`config.mk`:
```
export PLATFORM = sky130hd
export DESIGN_NAME = ps2_key_decoder
export DESIGN_NICKNAME = d
export VERILOG_FILES = /design/src/rtl/ps2_keys_pkg.sv /design/src/rtl/ps2_key_decoder.sv
export SDC_FILE = /design/constraint.sdc
export NUM_CORES = 1
export LEC_CHECK = 0
export ABC_AREA = 1
export ABC_CLOCK_PERIOD_IN_PS = 2300
export BUFFER_PORTS_ARGS = -buffer_cell sky130_fd_sc_hd__buf_2
export CAP_MARGIN = 20
export CORE_MARGIN = 2
export CORE_UTILIZATION = 25
export DETAILED_ROUTE_END_ITERATION = 10
export GPL_ROUTABILITY_DRIVEN = 0
export PLACE_DENSITY = 0.43
export REMOVE_ABC_BUFFERS = 1
export SETUP_SLACK_MARGIN = 0.05
export SKIP_CTS_REPAIR_TIMING = 1
export SLEW_MARGIN = 20
export SYNTH_ARGS = -nofsm -noshare
export SYNTH_HDL_FRONTEND = slang
export SYNTH_SLANG_ARGS = --single-unit
export TNS_END_PERCENT = 1
```
`constraint.sdc`:
```
create_clock -name CLOCK_50 -period 2.3 [get_ports CLOCK_50]
set_input_delay 0.115 -clock CLOCK_50 [delete_from_list [all_inputs] [get_ports CLOCK_50]]
set_output_delay 0.115 -clock CLOCK_50 [all_outputs]
set_load 0.02 [all_outputs]
```
`src/rtl/ps2_keys_pkg.sv`:
```
// Shared PS/2 set-2 scancode constants and decoder state encoding for the
// bowling-control key decoder.
package ps2_keys_pkg;

    localparam logic [7:0] SC_E0    = 8'hE0;
    localparam logic [7:0] SC_F0    = 8'hF0;
    localparam logic [7:0] SC_A     = 8'h1C;
    localparam logic [7:0] SC_D     = 8'h23;
    localparam logic [7:0] SC_SPACE = 8'h29;
    localparam logic [7:0] SC_LEFT  = 8'h6B;
    localparam logic [7:0] SC_RIGHT = 8'h74;

    // Keyboard housekeeping replies that never belong to a key sequence
    localparam logic [7:0] SC_ACK    = 8'hFA;
    localparam logic [7:0] SC_BAT_OK = 8'hAA;
    localparam logic [7:0] SC_ECHO   = 8'hEE;
    localparam logic [7:0] SC_RESEND = 8'hFE;

    typedef enum logic [1:0] {
        ST_IDLE     = 2'b00,
        ST_GOT_E0   = 2'b01,
        ST_GOT_F0   = 2'b10,
        ST_GOT_E0F0 = 2'b11
    } ps2_state_t;

    function automatic logic is_ignored(input logic [7:0] code);
        logic hit;
        case (code)
            SC_ACK, SC_BAT_OK, SC_ECHO, SC_RESEND: hit = 1'b1;
            default:                               hit = 1'b0;
        endcase
        return hit;
    endfunction

endpackage

```
`src/rtl/ps2_key_decoder.sv`:
```
// Turns the raw PS/2 byte stream into registered aim/power key events,
// handling E0/F0 prefixes, typematic repeats and abandoned prefixes.
module ps2_key_decoder
    import ps2_keys_pkg::*;
#(
    parameter int unsigned TIMEOUT_CYCLES = 1000000,
    parameter int unsigned TMR_W          = 20,
    parameter bit          AIM_REPEAT     = 1'b1
) (
    input  logic       CLOCK_50,
    input  logic       reset,
    input  logic [7:0] received_data,
    input  logic       received_data_en,
    output logic       aim_left,
    output logic       aim_right,
    output logic       power_press,
    output logic       power_release,
    output logic       power_held,
    output logic [7:0] last_key
);

    localparam logic [TMR_W-1:0] TIMEOUT_LAST = TMR_W'(TIMEOUT_CYCLES - 32'd1);
    localparam logic [TMR_W-1:0] TMR_ONE      = {{(TMR_W-1){1'b0}}, 1'b1};

    ps2_state_t       state_r;
    ps2_state_t       state_nxt_s;
    logic [TMR_W-1:0] timer_r;
    logic [TMR_W-1:0] timer_nxt_s;

    logic byte_valid_s;
    logic seq_done_s;
    logic seq_ext_s;
    logic seq_brk_s;

    logic hit_left_s;
    logic hit_right_s;
    logic hit_space_s;

    logic       aim_left_r;
    logic       aim_right_r;
    logic       power_press_r;
    logic       power_release_r;
    logic       power_held_r;
    logic [7:0] last_key_r;
    logic       left_held_r;
    logic       right_held_r;

    logic       aim_left_nxt_s;
    logic       aim_right_nxt_s;
    logic       power_press_nxt_s;
    logic       power_release_nxt_s;
    logic       power_held_nxt_s;
    logic [7:0] last_key_nxt_s;
    logic       left_held_nxt_s;
    logic       right_held_nxt_s;

    assign byte_valid_s = received_data_en & ~is_ignored(received_data);

    // Prefix FSM state and timeout counter
    always_ff @(posedge CLOCK_50 or posedge reset) begin
        if (reset) begin
            state_r <= ST_IDLE;
            timer_r <= '0;
        end else begin
            state_r <= state_nxt_s;
            timer_r <= timer_nxt_s;
        end
    end

    // Next-state logic; a byte on the final position reports a completed sequence
    always_comb begin
        state_nxt_s = state_r;
        timer_nxt_s = timer_r;
        seq_done_s  = 1'b0;
        seq_ext_s   = 1'b0;
        seq_brk_s   = 1'b0;
        if (byte_valid_s) begin
            timer_nxt_s = '0;
            case (state_r)
                ST_IDLE: begin
                    if (received_data == SC_E0) begin
                        state_nxt_s = ST_GOT_E0;
                    end else if (received_data == SC_F0) begin
                        state_nxt_s = ST_GOT_F0;
                    end else begin
                        seq_done_s = 1'b1;
                    end
                end
                ST_GOT_E0: begin
                    if (received_data == SC_F0) begin
                        state_nxt_s = ST_GOT_E0F0;
                    end else if (received_data == SC_E0) begin
                        state_nxt_s = ST_GOT_E0;
                    end else begin
                        seq_done_s  = 1'b1;
                        seq_ext_s   = 1'b1;
                        state_nxt_s = ST_IDLE;
                    end
                end
                ST_GOT_F0: begin
                    if (received_data == SC_E0) begin
                        state_nxt_s = ST_GOT_E0F0;
                    end else if (received_data == SC_F0) begin
                        state_nxt_s = ST_GOT_F0;
                    end else begin
                        seq_done_s  = 1'b1;
                        seq_brk_s   = 1'b1;
                        state_nxt_s = ST_IDLE;
                    end
                end
                ST_GOT_E0F0: begin
                    if ((received_data == SC_E0) || (received_data == SC_F0)) begin
                        state_nxt_s = ST_GOT_E0F0;
                    end else begin
                        seq_done_s  = 1'b1;
                        seq_ext_s   = 1'b1;
                        seq_brk_s   = 1'b1;
                        state_nxt_s = ST_IDLE;
                    end
                end
                default: begin
                    state_nxt_s = ST_IDLE;
                end
            endcase
        end else if (state_r != ST_IDLE) begin
            // A prefix left dangling too long is dropped without an event
            if (timer_r == TIMEOUT_LAST) begin
                state_nxt_s = ST_IDLE;
                timer_nxt_s = '0;
            end else begin
                timer_nxt_s = timer_r + TMR_ONE;
            end
        end else begin
            timer_nxt_s = '0;
        end
    end

    assign hit_left_s  = seq_done_s & (seq_ext_s ? (received_data == SC_LEFT)
                                                 : (received_data == SC_A));
    assign hit_right_s = seq_done_s & (seq_ext_s ? (received_data == SC_RIGHT)
                                                 : (received_data == SC_D));
    assign hit_space_s = seq_done_s & ~seq_ext_s & (received_data == SC_SPACE);

    // Key mapping, held-flag tracking and pulse generation
    always_comb begin
        aim_left_nxt_s      = 1'b0;
        aim_right_nxt_s     = 1'b0;
        power_press_nxt_s   = 1'b0;
        power_release_nxt_s = 1'b0;
        power_held_nxt_s    = power_held_r;
        left_held_nxt_s     = left_held_r;
        right_held_nxt_s    = right_held_r;
        last_key_nxt_s      = last_key_r;

        if (seq_done_s && !seq_brk_s) begin
            last_key_nxt_s = received_data;
        end else begin
            last_key_nxt_s = last_key_r;
        end

        if (hit_left_s) begin
            if (seq_brk_s) begin
                left_held_nxt_s = 1'b0;
            end else begin
                left_held_nxt_s = 1'b1;
                aim_left_nxt_s  = AIM_REPEAT | ~left_held_r;
            end
        end else begin
            left_held_nxt_s = left_held_r;
        end

        if (hit_right_s) begin
            if (seq_brk_s) begin
                right_held_nxt_s = 1'b0;
            end else begin
                right_held_nxt_s = 1'b1;
                aim_right_nxt_s  = AIM_REPEAT | ~right_held_r;
            end
        end else begin
            right_held_nxt_s = right_held_r;
        end

        // Typematic repeats of SPACE and stray breaks leave power untouched
        if (hit_space_s) begin
            if (seq_brk_s) begin
                if (power_held_r) begin
                    power_release_nxt_s = 1'b1;
                    power_held_nxt_s    = 1'b0;
                end else begin
                    power_held_nxt_s = 1'b0;
                end
            end else begin
                if (!power_held_r) begin
                    power_press_nxt_s = 1'b1;
                    power_held_nxt_s  = 1'b1;
                end else begin
                    power_held_nxt_s = 1'b1;
                end
            end
        end else begin
            power_held_nxt_s = power_held_r;
        end
    end

    // Registered event outputs and held flags
    always_ff @(posedge CLOCK_50 or posedge reset) begin
        if (reset) begin
            aim_left_r      <= 1'b0;
            aim_right_r     <= 1'b0;
            power_press_r   <= 1'b0;
            power_release_r <= 1'b0;
            power_held_r    <= 1'b0;
            last_key_r      <= 8'h00;
            left_held_r     <= 1'b0;
            right_held_r    <= 1'b0;
        end else begin
            aim_left_r      <= aim_left_nxt_s;
            aim_right_r     <= aim_right_nxt_s;
            power_press_r   <= power_press_nxt_s;
            power_release_r <= power_release_nxt_s;
            power_held_r    <= power_held_nxt_s;
            last_key_r      <= last_key_nxt_s;
            left_held_r     <= left_held_nxt_s;
            right_held_r    <= right_held_nxt_s;
        end
    end

    assign aim_left      = aim_left_r;
    assign aim_right     = aim_right_r;
    assign power_press   = power_press_r;
    assign power_release = power_release_r;
    assign power_held    = power_held_r;
    assign last_key      = last_key_r;

endmodule
```
==> results by group, run 1 <==
Outcome
  • Status: completed

Global routing
  • Vias in the first global route: 1710
  • Total track usage: 11.2%
  • Initial antenna violation count: 0
  • Pin count of the biggest net entering global routing: 36
  • Grt ovf: 0
  • First-pass GRT wire length: between 7 and 8 mm

Power and ir drop
  • Int Pwr: 0.999 mW
  • Flop pwr share: 47.4%
  • Pwr dens: 615 nW/um^2
  • Switching pwr: between 0.4 and 0.5 mW
  • Clk pwr share: a little over a third
  • Switching Share: 29.9%
  • LEAKAGE: 1.08 nW
  • Combinational power share: about 17%
  • Peak supply drop: 0.219 mV

Synthesis
  • Mapped Cells: 253
  • Sequential cell area fraction in the yosys report: 44.2%
  • Post-synth EDFFs: 0
  • Cell taking the most area after synthesis: dfrtp_1
  • Synth Flop Type: dfrtp_1
  • Async set-reset flop share out of synthesis: between 90% and 100%
  • Top cell type's share of synthesized area: roughly 44%
  • Top cells by area, synth: dfrtp_1, nand2_1, nor2_1
  • Syn_area_per_cell: 7.82 sq um
  • Synthesized area: 1980 sq um
  • Synth warnings: 0
  • Yosys cell types: 31
  • #FFs+latches synth: 35

Detailed routing
  • Post-route ant nets: 0
  • Via count: roughly 1700
  • Met2 wire length: 2.01 mm
  • DRC Markers: 0
  • Max Used Layer: met4
  • Initial detailed-routing violation count: 59
  • Drt pass-1 iters: 4
  • DR WL met3: 132 microns
  • WL met1: 2.10 mm
  • Wirelength, routed: 4.30 mm
  • Via/cell ratio: 4.33
  • WL/cell: about 11 microns

Finish
  • Fill count: 855
  • Multi-input combinational cell area: 957 sq um
  • Antenna Cells: 0
  • Synth-to-Final Area Change: 17.1%
  • Layout cells sized above 1: between 15 and 20%
  • FF/Latch Area: 876 sq um
  • Nets: 295

Critical path
  • CP Max Fanout: 5
  • R2R Path Start: timer_r[0]
  • Crit. Startpoint: timer_r[0]
  • Setup crit start kind: register
  • CP Data Required Time: 2490 ps
  • Critical Path AT: 1900 ps
  • CP Capture Type: register
  • Path type of the worst setup path: reg2reg

STA
  • Final Critical Period: between 1500 and 2000 ps
  • Final setup TNS: 0 ps
  • Final hold vios: 0
  • Slew Viols, Final: 0
  • Top achievable clock speed: 0.584 GHz
  • Slew headroom: 69.9%
  • Clock Skew: 8.76 ps
  • Slew @ Worst Pin: 452 ps
  • Tcrit/Tclk final: 74.4%
  • Endpoints failing setup: 0
  • RSZ-0062 raised after global routing: false
  • Hold WS: ~130 ps

Die
  • Core ar.: 7690 sq um
  • Cell Rows: 32
  • IO Count: 24
  • Full die area: 8650 sq um
  • Die H: approximately 93 microns
  • Die Wd: 93.0 microns
  • Starting Density: between 20% and 30%

Clocking
  • CTS Sinks: 35
  • Max Root-Sink Buffers: 2
  • Clk_lat worst skew: 300 ps
  • Number of CTS-inserted buffers: 5
  • Total number of H-tree levels: 2
  • Root buffer cell: clkbuf_8
  • CTS tree: done
  • Reg clk slew, reported paths: approximately 80 ps

Run
  • Max-Cap Viols: 0

Min path
  • HP Class: in2reg
  • Hold Crit Start: received_data[0]

Placement
  • IO Port Bufs: 23
  • Post-DP HPWL: 3.25 mm
-- critical path: stages, from the launching register on --
cell,delay [ps]
dfrtp_1,370
ha_1,190
nand3_1,180
nor3_4,300
nand3_4,140
nor2_4,140
nand3_1,100
o21ai_1,140
a21oi_1,50
-- logic make-up (layout without fill, tap and decap cells) --
logic type | after synthesis | after routing | synth area share [%]
AOI/OAI and AO/OA | 28 | 28 | 7.97
xor gates and xnor gates | 5 | 5 | 2.21
adders and majority gates | 1 | 1 | 0.632
buffers and inverters | 35 | 66 | 7.40
DFF | 35 | 35 | 44.2
and+or+nand+nor | 149 | 149 | 37.5
-- final timing paths --
| check | endpoint | slack, ps | cells after the start |
|---|---|---|---|
| min | last_key[0] | 130 | 3 |
| max in group asynchronous | last_key[3] | 1520 | 4 |
| min in group asynchronous | timer_r[14] | 460 | 4 |
| max reg2reg | timer_r[18] | 590 | 8 |
| max | timer_r[18] | 590 | 8 |
| min reg2reg | timer_r[0] | 450 | 1 |
-- area by class of cell --
cell class	count	share of cell area (%)
multi-input combinational	183	41.3
inverter	33	5.35
timing repair buffer	25	5.72
clock buffer	8	4.32
sequential	35	37.8
tap	102	5.51
-- cells in the final DEF, fill, tap and decap left out, types with 2 or more instances in the layout --
cell / instances
inv_2: 4
xnor2_1: 2
nand2_2: 3
a21oi_1: 10
dfrtp_1: 35
nor3_1: 10
nand3_4: 2
xor2_1: 3
o21ai_0: 5
o21ai_1: 8
clkbuf_8: 7
nand2_4: 2
nand2_1: 62
nand3_1: 12
nand4_1: 6
buf_2: 23
nor3_2: 3
nor2_2: 2
inv_1: 29
nor2_1: 37
nor2_4: 4
and3_1: 2
-- cells in the mapped netlist (4+ instances only) --
cell / instances
nor2_4: 4
dfrtp_1: 35
inv_1: 29
o21ai_0: 5
a21oi_1: 10
nand4_1: 6
nor3_1: 10
nor2_1: 37
nand2_1: 62
o21ai_1: 8
inv_2: 4
nand3_1: 12
-- routing by layer --
metal	vias up	global-route usage, %
met5	-	0
met4	0	4.41
met3	7	2.50
met2	22	18.2
met1	773	14.5
li1	870	-
-- flip-flops by register name, indices dropped and copies added, names as in the netlist --
register / cells
power_press: 1
aim_left: 1
power_release: 1
aim_right: 1
state_r: 2
timer_r: 20
last_key: 8
power_held: 1
-- power groups by stage --
stage	logic [mW]	clock network [mW]	registers, mW
finish	0.244	0.506	0.676
global route	0.280	0.550	0.683
CTS	0.249	0.525	0.678
detailed placement	0.249	0	0.689
global placement	0.248	0	0.689
floorplan	0.122	0	0.726
-- through the flow --
stage	cell area, sq um	worst slack [ps]	util (%)	total power, mW	cells
2_1_floorplan	1960	740	-	0.848	251
3_3_place_gp	2210	618	28.7	0.937	377
3_5_place_dp	2210	575	28.7	0.937	377
4_1_cts	2310	564	30.0	1.45	385
5_1_grt	2320	407	30.1	1.51	386
6_report	2320	588	30.1	1.43	386
No activity file was read; power rests on OpenSTA's default activity.
==> run 2, diff against run 1 <==
--- a/config.mk
+++ b/config.mk
@@ -6,7 +6,7 @@
 export NUM_CORES = 1
 export LEC_CHECK = 0
 export ABC_AREA = 1
-export ABC_CLOCK_PERIOD_IN_PS = 2300
+export ABC_CLOCK_PERIOD_IN_PS = 1700
 export BUFFER_PORTS_ARGS = -buffer_cell sky130_fd_sc_hd__buf_2
 export CAP_MARGIN = 20
 export CORE_MARGIN = 2
==> constraint.sdc (replaced) <==
create_clock -name CLOCK_50 -period 1.7 [get_ports CLOCK_50]
set_input_delay 0.085 -clock CLOCK_50 [delete_from_list [all_inputs] [get_ports CLOCK_50]]
set_output_delay 0.085 -clock CLOCK_50 [all_outputs]
set_load 0.02 [all_outputs]
==> results by group, run 2 (synthesis results as in run 1) <==
STA
  • Hold WS: between 100 and 150 ps
  • Slew Viols, Final: 0
  • Endpoints failing setup: 0
  • Slew headroom: between 60 and 70%
  • Final Critical Period: 1540 ps
  • RSZ-0062 raised after global routing: true
  • Final setup TNS: 0 ps
  • Final hold vios: 0
  • Clock Skew: 10.7 ps
  • Slew @ Worst Pin: 460 ps
  • Tcrit/Tclk final: between 90% and 100%
  • Top achievable clock speed: around 0.65 GHz

Critical path
  • CP Max Fanout: 4
  • R2R Path Start: timer_r[0]
  • R2R Path End: timer_r[18]
  • Reg2Reg Setup Slack: 160 ps
  • Critical Path AT: between 1500 and 2000 ps
  • Path type of the worst setup path: reg2reg
  • CP Capture Type: register
  • Setup crit start kind: register
  • Worst Reg2Reg Path Length in Cells: 8
  • CP Data Required Time: approximately 1900 ps

Clocking
  • Root buffer cell: clkbuf_8
  • CTS Sinks: 35
  • Reg clk slew, reported paths: 80 ps
  • CTS tree: done
  • Clk_lat worst skew: approximately 290 ps
  • Max Root-Sink Buffers: 2
  • Total number of H-tree levels: 2
  • Number of CTS-inserted buffers: 5

Global routing
  • Total track usage: 11.2%
  • Vias in the first global route: around 1700
  • Initial antenna violation count: 0
  • Pin count of the biggest net entering global routing: 36
  • Grt ovf: 0
  • First-pass GRT wire length: 7.73 mm

Finish
  • Nets: 299
  • Antenna Cells: 0
  • Largest Register: timer_r
  • End-of-flow core utilization: between 30% and 40%
  • Fill count: 871
  • Non-filler cells, final: 390
  • Most common cell after layout, fill and taps aside: nand2_1
  • Most frequent cells in the layout: nand2_1, nor2_1, dfrtp_1
  • Layout cells sized above 1: between 20% and 30%
  • Synth-to-Final Area Change: 20.2%
  • Max reg flops: 20

Power and ir drop
  • Pwr dens: 781 nW/um^2
  • LEAKAGE: approximately 1.1 nW
  • Peak supply drop: 0.312 mV

Detailed routing
  • Via/cell ratio: between 4 and 5
  • Via count: 1638
  • Wirelength, routed: 4.36 mm
  • DRC Markers: 0
  • Initial detailed-routing violation count: 31
  • Drt pass-1 iters: 4
  • Post-route ant nets: 0
  • WL/cell: 11.2 microns

Placement
  • Dpl cells: ~380
  • Post-DP HPWL: 3.29 mm
  • IO Port Bufs: 23

Die
  • Die H: ~93 microns
  • Cell Rows: 32
  • Starting Density: 25.7%
  • IO Count: 24
  • Die Wd: 93.0 microns
  • Full die area: 8650 sq um
  • Core ar.: around 7700 sq um

Outcome
  • Status: completed

Min path
  • Min-Delay Endpoint: last_key[0]
  • HP Class: in2reg
  • Hold Crit Start: received_data[0]
  • Hold Path Depth: 3

Run
  • Max-Cap Viols: 0
run 2: area by class of cell:
class	instances	area, sq um	area share, %
clock inverter	2	12.5	0.526
multi-input combinational	183	991	41.7
clock buffer	6	72.6	3.05
sequential	35	876	36.8
timing repair buffer	29	175	7.36
tap	102	128	5.37
inverter	33	124	5.21
run 2: worst max path at each step:
| stage | cells after the start | end | start | slack, ps |
|---|---|---|---|---|
| final | 8 | timer_r[18] | timer_r[0] | 160 |
| after floorplan | 8 | timer_r[18] | timer_r[0] | 140 |
| after global placement | 8 | timer_r[18] | timer_r[0] | 140 |
| after CTS | 8 | timer_r[17] | timer_r[0] | 90 |
| after detailed placement | 8 | timer_r[17] | timer_r[0] | 100 |
| after global routing | 8 | timer_r[18] | timer_r[0] | 30 |
run 2: report_power, final:
part	internal [mW]	switching [mW]
Sequential	0.883	0.0333
Combinational	0.111	0.233
Clock	0.286	0.310
run 2: worst max-delay path, cell delays in order, from the launching register on:
cell	delay (ps)
dfrtp_1	400
ha_4	170
nand3_4	100
nor3_4	220
nand3_4	120
nor2_4	160
nand3_2	90
o21ai_2	140
a21oi_1	50
run 2: stage by stage:
| step | instance area (sq um) | total power [mW] | setup slack (ps) |
|---|---|---|---|
| 2_1_floorplan | 1960 | 1.15 | 140 |
| 3_3_place_gp | 2230 | 1.28 | 143 |
| 3_5_place_dp | 2230 | 1.28 | 97.3 |
| 4_1_cts | 2320 | 1.89 | 89.6 |
| 5_1_grt | 2380 | 1.97 | 26.3 |
| 6_report | 2380 | 1.86 | 161 |
run 2: metal layers:
layer,part of all wire (%),track usage (%)
met3,3.0,2.66
met5,0,0
met2,49,19.0
met1,48,14.0
met4,0.62,3.31
==> run 3, diff against run 2 <==
--- a/config.mk
+++ b/config.mk
@@ -11,12 +11,12 @@
 export CAP_MARGIN = 20
 export CORE_MARGIN = 2
 export CORE_UTILIZATION = 25
+export CTS_BUF_LIST = sky130_fd_sc_hd__clkbuf_8
 export DETAILED_ROUTE_END_ITERATION = 10
 export GPL_ROUTABILITY_DRIVEN = 0
 export PLACE_DENSITY = 0.43
 export REMOVE_ABC_BUFFERS = 1
 export SETUP_SLACK_MARGIN = 0.05
-export SKIP_CTS_REPAIR_TIMING = 1
 export SLEW_MARGIN = 20
 export SYNTH_ARGS = -nofsm -noshare
 export SYNTH_HDL_FRONTEND = slang
==> results by group, run 3 (synthesis results as in run 1) <==
Die
  • Full die area: ~8600 sq um
  • Die Wd: 93.0 microns
  • Cell Rows: 32
  • Core ar.: roughly 7700 sq um
  • Die H: roughly 93 microns
  • IO Count: 24
  • Starting Density: 25.7%

Clocking
  • CTS tree: done
  • CTS Sinks: 35
  • Total number of H-tree levels: 2
  • Root buffer cell: clkbuf_8
  • Clk_lat worst skew: 290 ps
  • Number of CTS-inserted buffers: 5
  • Reg clk slew, reported paths: 80 ps
  • Max Root-Sink Buffers: 2

STA
  • Final Critical Period: 1540 ps
  • Endpoints failing setup: 0
  • Tcrit/Tclk final: approximately nine tenths
  • Slew headroom: 69.4%
  • Final setup TNS: 0 ps
  • Slew Viols, Final: 0
  • RSZ-0062 raised after global routing: true
  • Slew @ Worst Pin: approximately 460 ps
  • Top achievable clock speed: 0.650 GHz
  • Clock Skew: roughly 11 ps
  • Final hold vios: 0

Global routing
  • Vias in the first global route: 1685
  • First-pass GRT wire length: slightly below 8 mm
  • Initial antenna violation count: 0
  • Grt ovf: 0
  • Pin count of the biggest net entering global routing: 36
  • Total track usage: between 10 and 15%

Min path
  • Hold Path Depth: 3
  • HP Class: in2reg
  • Min-Delay Endpoint: last_key[0]
  • Hold Crit Start: received_data[0]

Power and ir drop
  • Flop pwr share: 49.5%
  • Int Pwr: roughly 1.3 mW
  • Pwr dens: 778 nW/um^2
  • Switching Share: 31.2%
  • Clk pwr share: 31.9%
  • Peak supply drop: about 0.31 mV
  • Combinational power share: 18.6%
  • LEAKAGE: 1.10 nW
  • Overall Power: 1.85 mW
  • Switching pwr: ~0.58 mW

Detailed routing
  • Wirelength, routed: around 4.4 mm
  • DR WL met3: 133 microns
  • Max Used Layer: met4
  • Drt pass-1 iters: 4
  • Via/cell ratio: 4.20
  • Post-route ant nets: 0
  • WL/cell: 11.2 microns
  • Met2 wire length: around 2.1 mm
  • Via count: ~1600
  • WL met1: 2.08 mm
  • DRC Markers: 0
  • Initial detailed-routing violation count: 34

Critical path
  • Reg2Reg Setup Slack: ~160 ps
  • R2R Path Start: timer_r[0]
  • R2R Path End: timer_r[18]
  • CP Capture Type: register
  • Path type of the worst setup path: reg2reg
  • CP Data Required Time: 1880 ps
  • Critical Path AT: 1720 ps
  • Setup crit start kind: register
  • CP Max Fanout: 4
  • Worst Reg2Reg Path Length in Cells: 8

Finish
  • Most frequent cells in the layout: nand2_1, nor2_1, dfrtp_1
  • Layout cells sized above 1: 22.2%
  • Multi-input combinational cell area: between 900 and 1000 sq um
  • FF/Latch Area: 876 sq um
  • Nets: 299
  • Max reg flops: 20
  • Largest Register: timer_r
  • Synth-to-Final Area Change: 20.2%
  • Antenna Cells: 0
  • Fill count: 871
  • Most common cell after layout, fill and taps aside: nand2_1

Outcome
  • Status: completed

Placement
  • IO Port Bufs: 23
  • Post-DP HPWL: 3.29 mm

Run
  • Max-Cap Viols: 0
==> run 3: cell types whose count changed in the layout (fill, tap and decap cells not counted) <==
cell      before  now
clkbuf_1       1    0
inv_1         29   30
==> run 3: routing by layer <==
metal,up-vias,GRT usage [%]
met5,-,0
met4,0,3.31
met3,2,2.66
met2,22,19.1
met1,737,14.1
li1,878,-
==> run 3: final cells by class <==
type | instances | share of cell area, %
multi-input combinational | 183 | 41.7
timing repair buffer | 29 | 7.36
inverter | 33 | 5.21
tap | 102 | 5.37
clock buffer | 5 | 2.89
sequential | 35 | 36.8
clock inverter | 3 | 0.684
==> run 3: worst max path at each step <==
stage	from	end	slack, ps	cells after the start
finish	timer_r[0]	timer_r[18]	160	8
floorplan	timer_r[0]	timer_r[18]	140	8
detailed placement	timer_r[0]	timer_r[17]	100	8
global placement	timer_r[0]	timer_r[18]	140	8
global route	timer_r[0]	timer_r[18]	30	8
CTS	timer_r[0]	timer_r[17]	90	8
==> run 3: power by group through the flow <==
stage               clock, mW  sequential, mW  combinational (mW)
floorplan                   0           0.982               0.165
global placement            0           0.932               0.347
CTS                     0.622           0.917               0.352
finish                  0.591           0.916               0.344
global route            0.651           0.924               0.394
detailed placement          0           0.932               0.349
==> run 3: per-stage QoR <==
step           setup WS, ps  instances  util, %  cell area, sq um  hold slack (ps)
2_1_floorplan           140        251        -              1960              239
3_3_place_gp            143        379     29.1              2230              219
3_5_place_dp           97.3        379     29.1              2230              233
4_1_cts                89.9        388     30.3              2330              107
5_1_grt                26.4        390     30.9              2380              124
6_report                161        390     30.9              2380              111
==> run 3: what timing repair did <==
action / in CTS / in global routing
hold buffers: 1 / 0
hold endpoints to repair: 35 / 0
resized for setup: 0 / 6
endpoints found under the setup margin: 0 / 13
buffers inserted: 0 / 2
==> run 3: critical path: stages, from the launching register on <==
cell,delay (ps)
dfrtp_1,400
ha_4,170
nand3_4,100
nor3_4,220
nand3_4,120
nor2_4,160
nand3_2,90
o21ai_2,140
a21oi_1,50
